==> config.mk <==
export PLATFORM = sky130hd
export DESIGN_NAME = noise_filter_driver
export DESIGN_NICKNAME = d
export VERILOG_FILES = /design/src/rtl/noise_drv_pkg.sv /design/src/rtl/noise_drv_fifo.sv /design/src/rtl/noise_filter_driver.sv
export SDC_FILE = /design/constraint.sdc
export NUM_CORES = 1
export LEC_CHECK = 0
export CAP_MARGIN = 20
export CORE_MARGIN = 1.5
export CORE_UTILIZATION = 47
export CTS_CLUSTER_DIAMETER = 100
export CTS_CLUSTER_SIZE = 25
export DETAILED_ROUTE_END_ITERATION = 6
export GPL_TIMING_DRIVEN = 0
export PLACE_DENSITY = 0.72
export SLEW_MARGIN = 15
export SYNTH_ARGS = -nofsm -noshare
export SYNTH_HDL_FRONTEND = slang
export SYNTH_HIERARCHICAL = 1
export SYNTH_SLANG_ARGS = --single-unit
==> constraint.sdc <==
create_clock -name clock -period 5.8 [get_ports clock]
set_clock_uncertainty 0.15 [all_clocks]
set_input_delay 1.45 -clock clock [delete_from_list [all_inputs] [get_ports clock]]
set_output_delay 1.45 -clock clock [all_outputs]
set_load 0.01 [all_outputs]
==> src/rtl/noise_drv_pkg.sv <==
// noise_drv_pkg: shared types and constants for the noise filter driver.
//   drv_state_t        : handshake FSM states (IDLE, WRITE, WAIT, EMIT)
//   STAT_W             : width of the optional statistics counters
//   DEFAULT_DATA_WIDTH : default sample width, matches the filter
//   sat_add            : saturating add of a small increment to a stat counter
package noise_drv_pkg;

  localparam int unsigned STAT_W             = 16;
  localparam int unsigned DEFAULT_DATA_WIDTH = 24;

  typedef enum logic [1:0] {
    IDLE,
    WRITE,
    WAIT,
    EMIT
  } drv_state_t;

  function automatic logic [STAT_W-1:0] sat_add(input logic [STAT_W-1:0] a,
                                                input logic [1:0]        inc);
    logic [STAT_W:0] s;
    s = {1'b0, a} + {{(STAT_W-1){1'b0}}, inc};
    return s[STAT_W] ? '1 : s[STAT_W-1:0];
  endfunction

endpackage

==> src/rtl/noise_drv_fifo.sv <==
// noise_drv_fifo: synchronous first-word fall-through FIFO.
//   clock, reset_n : clock, asynchronous active-low reset (empties the FIFO)
//   push, wdata    : write strobe and data (ignored when full)
//   pop            : consume the head entry (ignored when empty)
//   rdata          : head entry, valid whenever empty=0
//   full, empty    : occupancy flags
//   count          : number of stored entries (AW+1 bits)
module noise_drv_fifo #(
  parameter int unsigned DW = 24,
  parameter int unsigned AW = 2
) (
  input  logic          clock,
  input  logic          reset_n,
  input  logic          push,
  input  logic [DW-1:0] wdata,
  input  logic          pop,
  output logic [DW-1:0] rdata,
  output logic          full,
  output logic          empty,
  output logic [AW:0]   count
);

  localparam int unsigned     DEPTH     = 1 << AW;
  localparam logic [AW:0]     DEPTH_CNT = DEPTH[AW:0];

  logic [DW-1:0] mem [DEPTH];
  logic [AW-1:0] wr_ptr;
  logic [AW-1:0] rd_ptr;
  logic          do_push;
  logic          do_pop;

  assign full    = (count == DEPTH_CNT);
  assign empty   = (count == '0);
  assign do_push = push & ~full;
  assign do_pop  = pop & ~empty;
  assign rdata   = mem[rd_ptr];

  always_ff @(posedge clock) begin
    if (do_push) begin
      mem[wr_ptr] <= wdata;
    end
  end

  // Pointers are AW bits wide, so they wrap modulo DEPTH on their own.
  always_ff @(posedge clock or negedge reset_n) begin
    if (!reset_n) begin
      wr_ptr <= '0;
      rd_ptr <= '0;
      count  <= '0;
    end else begin
      if (do_push) begin
        wr_ptr <= wr_ptr + 1'b1;
      end
      if (do_pop) begin
        rd_ptr <= rd_ptr + 1'b1;
      end
      case ({do_push, do_pop})
        2'b10:   count <= count + 1'b1;
        2'b01:   count <= count - 1'b1;
        default: count <= count;
      endcase
    end
  end

endmodule

==> src/rtl/noise_filter_driver.sv <==
// noise_filter_driver: initiator side of the noise filter write/done handshake.
// Buffers upstream samples in a small FIFO, issues one write pulse per sample,
// waits for done (with timeout), and presents the filtered sum downstream.
//   clock, reset_n         : clock, asynchronous active-low reset
//   in_valid/in_data       : upstream sample, accepted when in_ready=1
//   in_ready               : FIFO not full (0 while in reset and until the
//                            first edge after release)
//   flt_write/flt_data     : registered write pulse and sample to the filter
//   flt_done/flt_sum       : filter completion strobe and result
//   out_valid/out_data     : one-cycle strobe with the captured result
//   err_timeout            : sticky, done never arrived for a sample
//   overflow               : sticky, a sample was offered while in_ready=0
// Optional build macro NOISE_DRV_STATS_EN adds saturating 16-bit counters
// stat_samples (results emitted) and stat_drops (overflow drops + timeouts).
module noise_filter_driver
  import noise_drv_pkg::*;
#(
  parameter int unsigned DATA_WIDTH = DEFAULT_DATA_WIDTH,
  parameter int unsigned FIFO_AW    = 2,
  parameter int unsigned TIMEOUT    = 15
) (
  input  logic                  clock,
  input  logic                  reset_n,
  input  logic                  in_valid,
  input  logic [DATA_WIDTH-1:0] in_data,
  output logic                  in_ready,
  output logic                  flt_write,
  output logic [DATA_WIDTH-1:0] flt_data,
  input  logic                  flt_done,
  input  logic [DATA_WIDTH-1:0] flt_sum,
  output logic                  out_valid,
  output logic [DATA_WIDTH-1:0] out_data,
  output logic                  err_timeout,
  output logic                  overflow
`ifdef NOISE_DRV_STATS_EN
  ,
  output logic [STAT_W-1:0]     stat_samples,
  output logic [STAT_W-1:0]     stat_drops
`endif
);

  localparam int unsigned      DEPTH     = 1 << FIFO_AW;
  localparam logic [FIFO_AW:0] DEPTH_CNT = DEPTH[FIFO_AW:0];
  localparam logic [7:0]       TO_LAST   = 8'(TIMEOUT - 1);

  drv_state_t            state;
  logic [7:0]            to_cnt;
  logic                  ready_en;
  logic                  push;
  logic                  pop;
  logic                  drop;
  logic                  got_done;
  logic                  timed_out;
  logic [DATA_WIDTH-1:0] fifo_rdata;
  logic                  fifo_full;
  logic                  fifo_empty;
  logic [FIFO_AW:0]      fifo_count;

  // in_ready is held low through reset and the first edge after release.
  always_ff @(posedge clock or negedge reset_n) begin
    if (!reset_n) begin
      ready_en <= 1'b0;
    end else begin
      ready_en <= 1'b1;
    end
  end

  // Full is taken from the pre-pop count, so a push racing a pop on a full
  // FIFO is refused rather than accepted.
  assign in_ready  = ready_en & ~fifo_full;
  assign push      = in_valid & in_ready;
  assign drop      = in_valid & ~in_ready;
  assign pop       = (state == IDLE) & ~fifo_empty;
  assign got_done  = (state == WAIT) & flt_done;
  assign timed_out = (state == WAIT) & ~flt_done & (to_cnt == TO_LAST);

  noise_drv_fifo #(
    .DW (DATA_WIDTH),
    .AW (FIFO_AW)
  ) u_fifo (
    .clock   (clock),
    .reset_n (reset_n),
    .push    (push),
    .wdata   (in_data),
    .pop     (pop),
    .rdata   (fifo_rdata),
    .full    (fifo_full),
    .empty   (fifo_empty),
    .count   (fifo_count)
  );

  always_ff @(posedge clock or negedge reset_n) begin
    if (!reset_n) begin
      state       <= IDLE;
      to_cnt      <= '0;
      flt_write   <= 1'b0;
      flt_data    <= '0;
      out_valid   <= 1'b0;
      out_data    <= '0;
      err_timeout <= 1'b0;
    end else begin
      case (state)
        IDLE: begin
          if (pop) begin
            flt_data  <= fifo_rdata;
            flt_write <= 1'b1;
            state     <= WRITE;
          end
        end
        WRITE: begin
          flt_write <= 1'b0;
          to_cnt    <= '0;
          state     <= WAIT;
        end
        WAIT: begin
          if (got_done) begin
            out_data  <= flt_sum;
            out_valid <= 1'b1;
            state     <= EMIT;
          end else if (timed_out) begin
            err_timeout <= 1'b1;
            state       <= IDLE;
          end else begin
            to_cnt <= to_cnt + 8'd1;
          end
        end
        EMIT: begin
          out_valid <= 1'b0;
          state     <= IDLE;
        end
        default: state <= IDLE;
      endcase
    end
  end

  always_ff @(posedge clock or negedge reset_n) begin
    if (!reset_n) begin
      overflow <= 1'b0;
    end else if (drop) begin
      overflow <= 1'b1;
    end
  end

`ifdef NOISE_DRV_STATS_EN
  // An overflow drop and a timeout can land on the same edge: count both.
  always_ff @(posedge clock or negedge reset_n) begin
    if (!reset_n) begin
      stat_samples <= '0;
      stat_drops   <= '0;
    end else begin
      stat_samples <= sat_add(stat_samples, {1'b0, got_done});
      stat_drops   <= sat_add(stat_drops, {1'b0, drop} + {1'b0, timed_out});
    end
  end
`else
  // Statistics counters not built.
`endif

  // Occupancy flags and count must stay consistent.
  a_fifo_full_cnt: assert property (@(posedge clock) disable iff (!reset_n)
    fifo_full == (fifo_count == DEPTH_CNT));

endmodule

# Yosys cells after proc, flatten, opt, wreduce, memory -nomap -nowiden
# Memories as Yosys holds them, arrays and structs flattened. A register that Yosys moved wholly into a read port is not among the register bits.
# Cells that the tools add are included.
# totals
register_bits	46
output_inout_bits	53
latch_bits	0
rom_bits	0
memories	1
mem_bits_rw	96
inputBits	52
word_cells	71
# memory_table
name	words	word_bits	read_ports	rd_clocked_by_memory_dff	write_ports	line	rtl
u_fifo.mem	4	24	1	1	1	noise_drv_fifo.sv:26	logic [DW-1:0] mem [DEPTH];
# classes
shifts	0
order_cmp	0
n_mux	14
bitwise	14
n_div	0
n_addsub	5
n_reduce_logical	14
multipliers	0
n_eq_ne	12
# op_table
cell	count
$mux 8	2
$pmux 8 s2	1
$reduce_and 2->1	5
$and 1x1->1	9
$add 8x1->8 const B	1
$eq 8x4->1 const B	1
$pmux 2 s4	1
$reduce_bool 2->1	4
$eq 2x2->1 const B	3
$mux 2	3
$ne 2x2->1 const B	3
$pmux 3 s2	1
$reduce_and 3->1	2
$not 1->1	5
$add 2x1->2 const B	2
$eq 2x1->1 const B	2
$mux 1	4
$pmux 1 s2	2
$add 3x1->3 const B	1
$eq 3x3->1 const B	1
$logic_not 3->1	1
$ne 3x3->1 const B	1
$sub 3x1->3 const B	1
$logic_not 2->1	1
other kinds (2)	2

# Depth between registers and ports, before layout
# logic_depth
ltp_word	7
mapped_depth	11
depth_no_buf	11

# Modules after synthesis
# Netlist, hierarchy kept.
# by_module_without_submodules
mod	area_per_inst_um2	n_inst	cells_per_inst	seq_area_each_um2
noise_drv_fifo	3933.8	1	163	3057.9
noise_filter_driver	2577.5	1	184	1576.5

# Worst setup path after synthesis
# Ideal clock, no wire load.
# synth_path
kind	in2reg
from	input port in_valid
to	register u_fifo.count[2]
setup_time_ps	79
path_buffers	0
t_arrival_ps	2751
path_stages	9
t_required_ps	5571
setup_slack_ps	2820
path_cell_list	and2_1 > nor2b_2 > inv_1 > ha_1 > inv_1 > fa_1 > xor2_1 > nor2_1 > xor2_1
# synth_via
elab_chain_cells	4
elab_cells_between_ends	6
cone_classes	2 x eq/ne; 1 x mux; 2 x bitwise; 1 x reduce/logical
# synth_lines
item	line	rtl
from (decl)	noise_filter_driver.sv:24	input logic in_valid,
$and 1x1->1 *	noise_filter_driver.sv:71	assign push = in_valid & in_ready;
$and 1x1->1 *	noise_drv_fifo.sv:34	assign do_push = push & ~full;
$eq 2x1->1 / $eq 2x2->1 (equally long branches)	noise_drv_fifo.sv:57	case ({do_push, do_pop})
$pmux 3 s2 / $reduce_bool 2->1 (equally long branches)	n/a	
to (signal assigned)	noise_drv_fifo.sv:58	2'b10: count <= count + 1'b1;
to (signal assigned)	noise_drv_fifo.sv:59	2'b01: count <= count - 1'b1;
to (signal assigned)	noise_drv_fifo.sv:60	default: count <= count;
to (decl)	noise_drv_fifo.sv:20	output logic [AW:0] count
# Mark *: on every way between the ends. The rest lies on a longest branch, timed or not.
# A chain may end at the register's enable or synchronous reset.

# Worst setup path after layout
# layout_path
from	register u_fifo.count[2]
to	output port in_ready
# layout_via
elab_chain_cells	3
# layout_lines
item	line	rtl
$eq 3x3->1	noise_drv_fifo.sv:32	assign full = (count == DEPTH_CNT);
net fifo_full	noise_filter_driver.sv:55	logic fifo_full;
$not 1->1	noise_filter_driver.sv:70	assign in_ready = ready_en & ~fifo_full;
$and 1x1->1	noise_filter_driver.sv:70	
to (decl)	noise_filter_driver.sv:26	output logic in_ready,
# The timed path passes the listed nets, and every way through them passes these cells.

==> flow_results.org <==
** STA
- Shortest clock period the worst path allows after layout :: 3.38 ns
- Adding up every negative setup slack in the final design gives 0 ns.
- The number of hold violations in the final report came to 0.
- Peak Freq :: 296 MHz
- Actual transition at the worst max-transition pin :: 0.805 ns
- Setup violations remaining at the end of the flow were counted as 0.
- Final hold analysis gives a worst-case slack of 0.316 ns.
- Tcrit/Tclk final :: 0.582
- Relative slew margins :: 0.460
- Count of pins over their slew limit :: 0
- Setup repair after global routing missed its margin :: no

** Drt
- Number of iterations in the first detailed-routing pass :: 4
- The final route contains 3466 vias.
- For this run, design rule violations remaining after detail routing come to 0.
- For this block, the initial DRC count from the detailed router was 172.
- After detailed routing, the number of vias per cell comes to roughly 5.3.
- For this block, the routed nets add up to 11800 um of wire.
- Detail-routed net length per standard cell :: 17.9 um
- The detail route stage leaves a number of antenna-violating nets equal to 0.

** Yosys
- Portion of the post-synthesis area used by sequential elements :: 0.712
- Top FF cell, synth :: sky130_fd_sc_hd__edfxtp_1
- Avg Cell Area, Syn :: around 19 um^2
- Counting distinct cell types in the post-synthesis netlist gives 48.
- Syn Std Cell Area :: about 6500 um^2
- Synthesis inferred 166 register bits.
- In this run, synthesis inferred 96 flip-flops with an integrated enable.
- The number of nets in the synthesized netlist is approximately 410.
- Number of instances in the synthesized netlist :: 347
- Fraction of registers with async set or reset after synthesis :: 0.422
- The Yosys step of the flow raised 6 warnings.

** Layout
- Number of nets in the layout :: roughly 530
- Leading cell types in the layout, fill and taps excluded :: sky130_fd_sc_hd__clkdlybuf4s50_1 (103), sky130_fd_sc_hd__edfxtp_1 (96), sky130_fd_sc_hd__dfrtp_1 (70)
- The finished layout holds 660 standard cells, fillers aside.
- Leaving out fill and tap cells, the most frequent cell in the layout is sky130_fd_sc_hd__clkdlybuf4s50_1.
- Layout cells sized above 1 :: 0.258
- The number of antenna diodes in the final layout is 0.
- Compared with the post-synthesis result, the final layout area differs by 29.5%.

** Hold path
- Along the worst hold path, the cell count comes to 1.
- The worst hold path terminates at err_timeout$_DFFE_PN0P_.
- Path category of the worst min-delay check :: reg -> reg
- Hold path startpoint :: err_timeout$_DFFE_PN0P_

** Clocking
- After clock tree synthesis, the repair step resized 0 gates.
- Sinks on Clock Net :: 166
- The clock tree synthesis step divided the H-tree into 4 levels.
- CTS tree :: yes
- Maximum count of clock buffers along a single path :: 2
- At the later pin of the worst-skew pair, clock insertion delay measures 0.42 ns.
- Postcts setup bufs :: 0
- Buffers inserted to repair hold after CTS numbered 0.
- Clock-pin slew was measured on the worst setup and hold paths at 0.06 ns.
- Number of clock buffers inserted by TritonCTS :: 17
- In this run the clock root is driven by a sky130_fd_sc_hd__clkbuf_16.

** Die
- The die is 121 um tall.
- Num rows :: 42
- Core area :: approximately 13000 um^2
- The floorplan step set the die width to 121 um.
- During I/O placement, the number of pins put on the boundary was 105.
- The die covers 14600 um^2.
- Initial standard-cell utilization of the core :: 0.486

** Power
- Cell internal power was estimated by the tool at around 0.0032 W.
- Dividing total power by cell area gives a power density of between 500 and 600 nW/um^2.
- Of the total power, the clock network draws 0.271.
- VDD sags by at most 0.000308 V.
- Of the total power, combinational logic draws 0.336.
- Fraction of power consumed by sequential logic :: 0.393
- Switching part of the total :: 0.274
- Leak Pwr :: 3.16 nW
- Sw Pwr :: between 0.001 and 0.0015 W

** GRT
- The first global-routing pass estimated 18800 um of wire.
- Grt total ovfl :: 0
- Maximum number of pins on one net before global-route repair :: 50
- Number of antenna violations at the first check in global routing :: 0
- The via count of the first global-routing pass was between 3k and 4k.
- Global Route Usage Sum :: 0.174

** Critical path
- STA puts the critical path data required time at 4.20 ns.
- Worst setup startpoint :: u_fifo/count[2]$_DFFE_PN0P_
- Delay contributed by the slowest stage of the critical path :: 0.57 ns
- R2R Setup Slk :: about 2.6 ns
- Data arrival time of the critical path :: 1.78 ns
- Endpoint class of the critical path :: primary output
- Of all nets on the critical path, the largest fanout is 4.
- The critical path is of the reg -> out type.
- Library cell contributing the largest single delay on the critical path :: sky130_fd_sc_hd__clkdlybuf4s50_1
- For the worst flop-to-flop path, the logic depth is 10.
- Setup crit start kind :: flop
- In this run the critical register-to-register path is captured at u_fifo/count[2]$_DFFE_PN0P_.
- The startpoint identified for the worst register-to-register timing path is u_fifo/count[0]$_DFFE_PN0P_.
- The critical path goes through nor3b_2, nor2b_1, clkdlybuf4s50_1.

** Placed design
- In this run the tool buffered the top-level ports with 104 buffer cells.
- Placed insts :: 628
- Final estimated routing congestion in global placement :: just under 0.8
- The HPWL after detailed placement is 7620 um.

** Outcome
- Status :: completed

** Flow run
- Max-cap violations in this run came to 0.
## kinds of logic after synthesis
| logic type | after synthesis | share of synthesized area |
|---|---|---|
| compound gates | 23 | 0.0248 |
| xor+xnor | 6 | 0.00807 |
| fa+ha+maj | 8 | 0.0165 |
| buf+inv | 23 | 0.0236 |
| flops | 166 | 0.712 |
| mux | 74 | 0.173 |
| other cells | 1 | 0.000576 |
| simple gates | 46 | 0.0419 |
## power groups by stage
stage          Combinational (W)  Sequential (W)  Clock [W]
4_1_cts                  0.00149         0.00171    0.00120
3_3_place_gp             0.00145         0.00172          0
2_1_floorplan           0.000804         0.00179          0
5_1_grt                  0.00158         0.00174    0.00125
6_report                 0.00146         0.00171    0.00118
3_5_place_dp             0.00149         0.00173          0
## final cells by class
type	count	area, um^2
clock inverter	12	175
multi-input combinational	158	1730
inverter	10	37.5
timing repair buffer	105	1070
fill	989	4970
sequential	166	4630
tap	176	220
buffer	13	116
clock buffer	20	457
## synthesized netlist by cell type, types with 4 or more instances
master / count / area [um^2]
sky130_fd_sc_hd__mux4_2: 18 / 405
sky130_fd_sc_hd__dfrtp_1: 70 / 1750
sky130_fd_sc_hd__a21oi_1: 6 / 30.0
sky130_fd_sc_hd__nor2_1: 4 / 15.0
sky130_fd_sc_hd__buf_2: 7 / 35.0
sky130_fd_sc_hd__inv_1: 10 / 37.5
sky130_fd_sc_hd__nand2_1: 9 / 33.8
sky130_fd_sc_hd__nor3_1: 4 / 20.0
sky130_fd_sc_hd__nand3_1: 6 / 30.0
sky130_fd_sc_hd__edfxtp_1: 96 / 2880
sky130_fd_sc_hd__ha_1: 7 / 87.6
sky130_fd_sc_hd__and2_1: 5 / 31.3
sky130_fd_sc_hd__mux2_2: 49 / 552
sky130_fd_sc_hd__o21ai_0: 6 / 30.0
sky130_fd_sc_hd__mux4_1: 6 / 158
## layer usage
| layer | global-route usage | wire, um | vias to the layer above |
|---|---|---|---|
| li1 | - | - | 1582 |
| met1 | 0.208 | 4870 | 1775 |
| met2 | 0.297 | 6120 | 86 |
| met3 | 0.0458 | 537 | 23 |
| met4 | 0.0794 | 289 | 0 |
| met5 | 0 | 0 | - |
## through the flow
stage	utilization	worst slack [ns]	power, W	area (um^2)
after CTS	0.629	2.39	0.00441	8430
after global placement	0.580	0.510	0.00317	7770
after floorplan	-	2.82	0.00259	6510
final	0.629	2.42	0.00435	8430
after global routing	0.629	2.32	0.00458	8430
after detailed placement	0.582	2.23	0.00322	7800
## critical path: cells and delay by family, from the launching register on
family                 cells  cell delay [ns]
buffers and inverters      1             0.57
flip-flops                 1             0.41
AND/OR/NAND/NOR            2             0.37
## how the worst max path moves through the flow
| stage | cells after the start | to | slack [ns] |
|---|---|---|---|
| 2_1_floorplan | 9 | u_fifo/count[2]$_DFFE_PN0P_ | 2.82 |
| 3_3_place_gp | 1 | flt_data[16]$_DFFE_PN0P_ | 0.51 |
| 3_5_place_dp | 4 | u_fifo/mem[2][10]$_DFFE_PP_ | 2.23 |
| 4_1_cts | 3 | in_ready | 2.39 |
| 5_1_grt | 3 | in_ready | 2.32 |
| 6_report | 3 | in_ready | 2.42 |
## state kept, by name (all words and copies together) (netlist names)
name / cells
u_fifo/mem: 96
flt_data: 24
out_data: 24
to_cnt: 8
u_fifo/count: 3
state: 2
u_fifo/rd_ptr: 2
u_fifo/wr_ptr: 2
err_timeout: 1
flt_write: 1
out_valid: 1
overflow: 1
ready_en: 1
(Power assumes the default switching activity.)
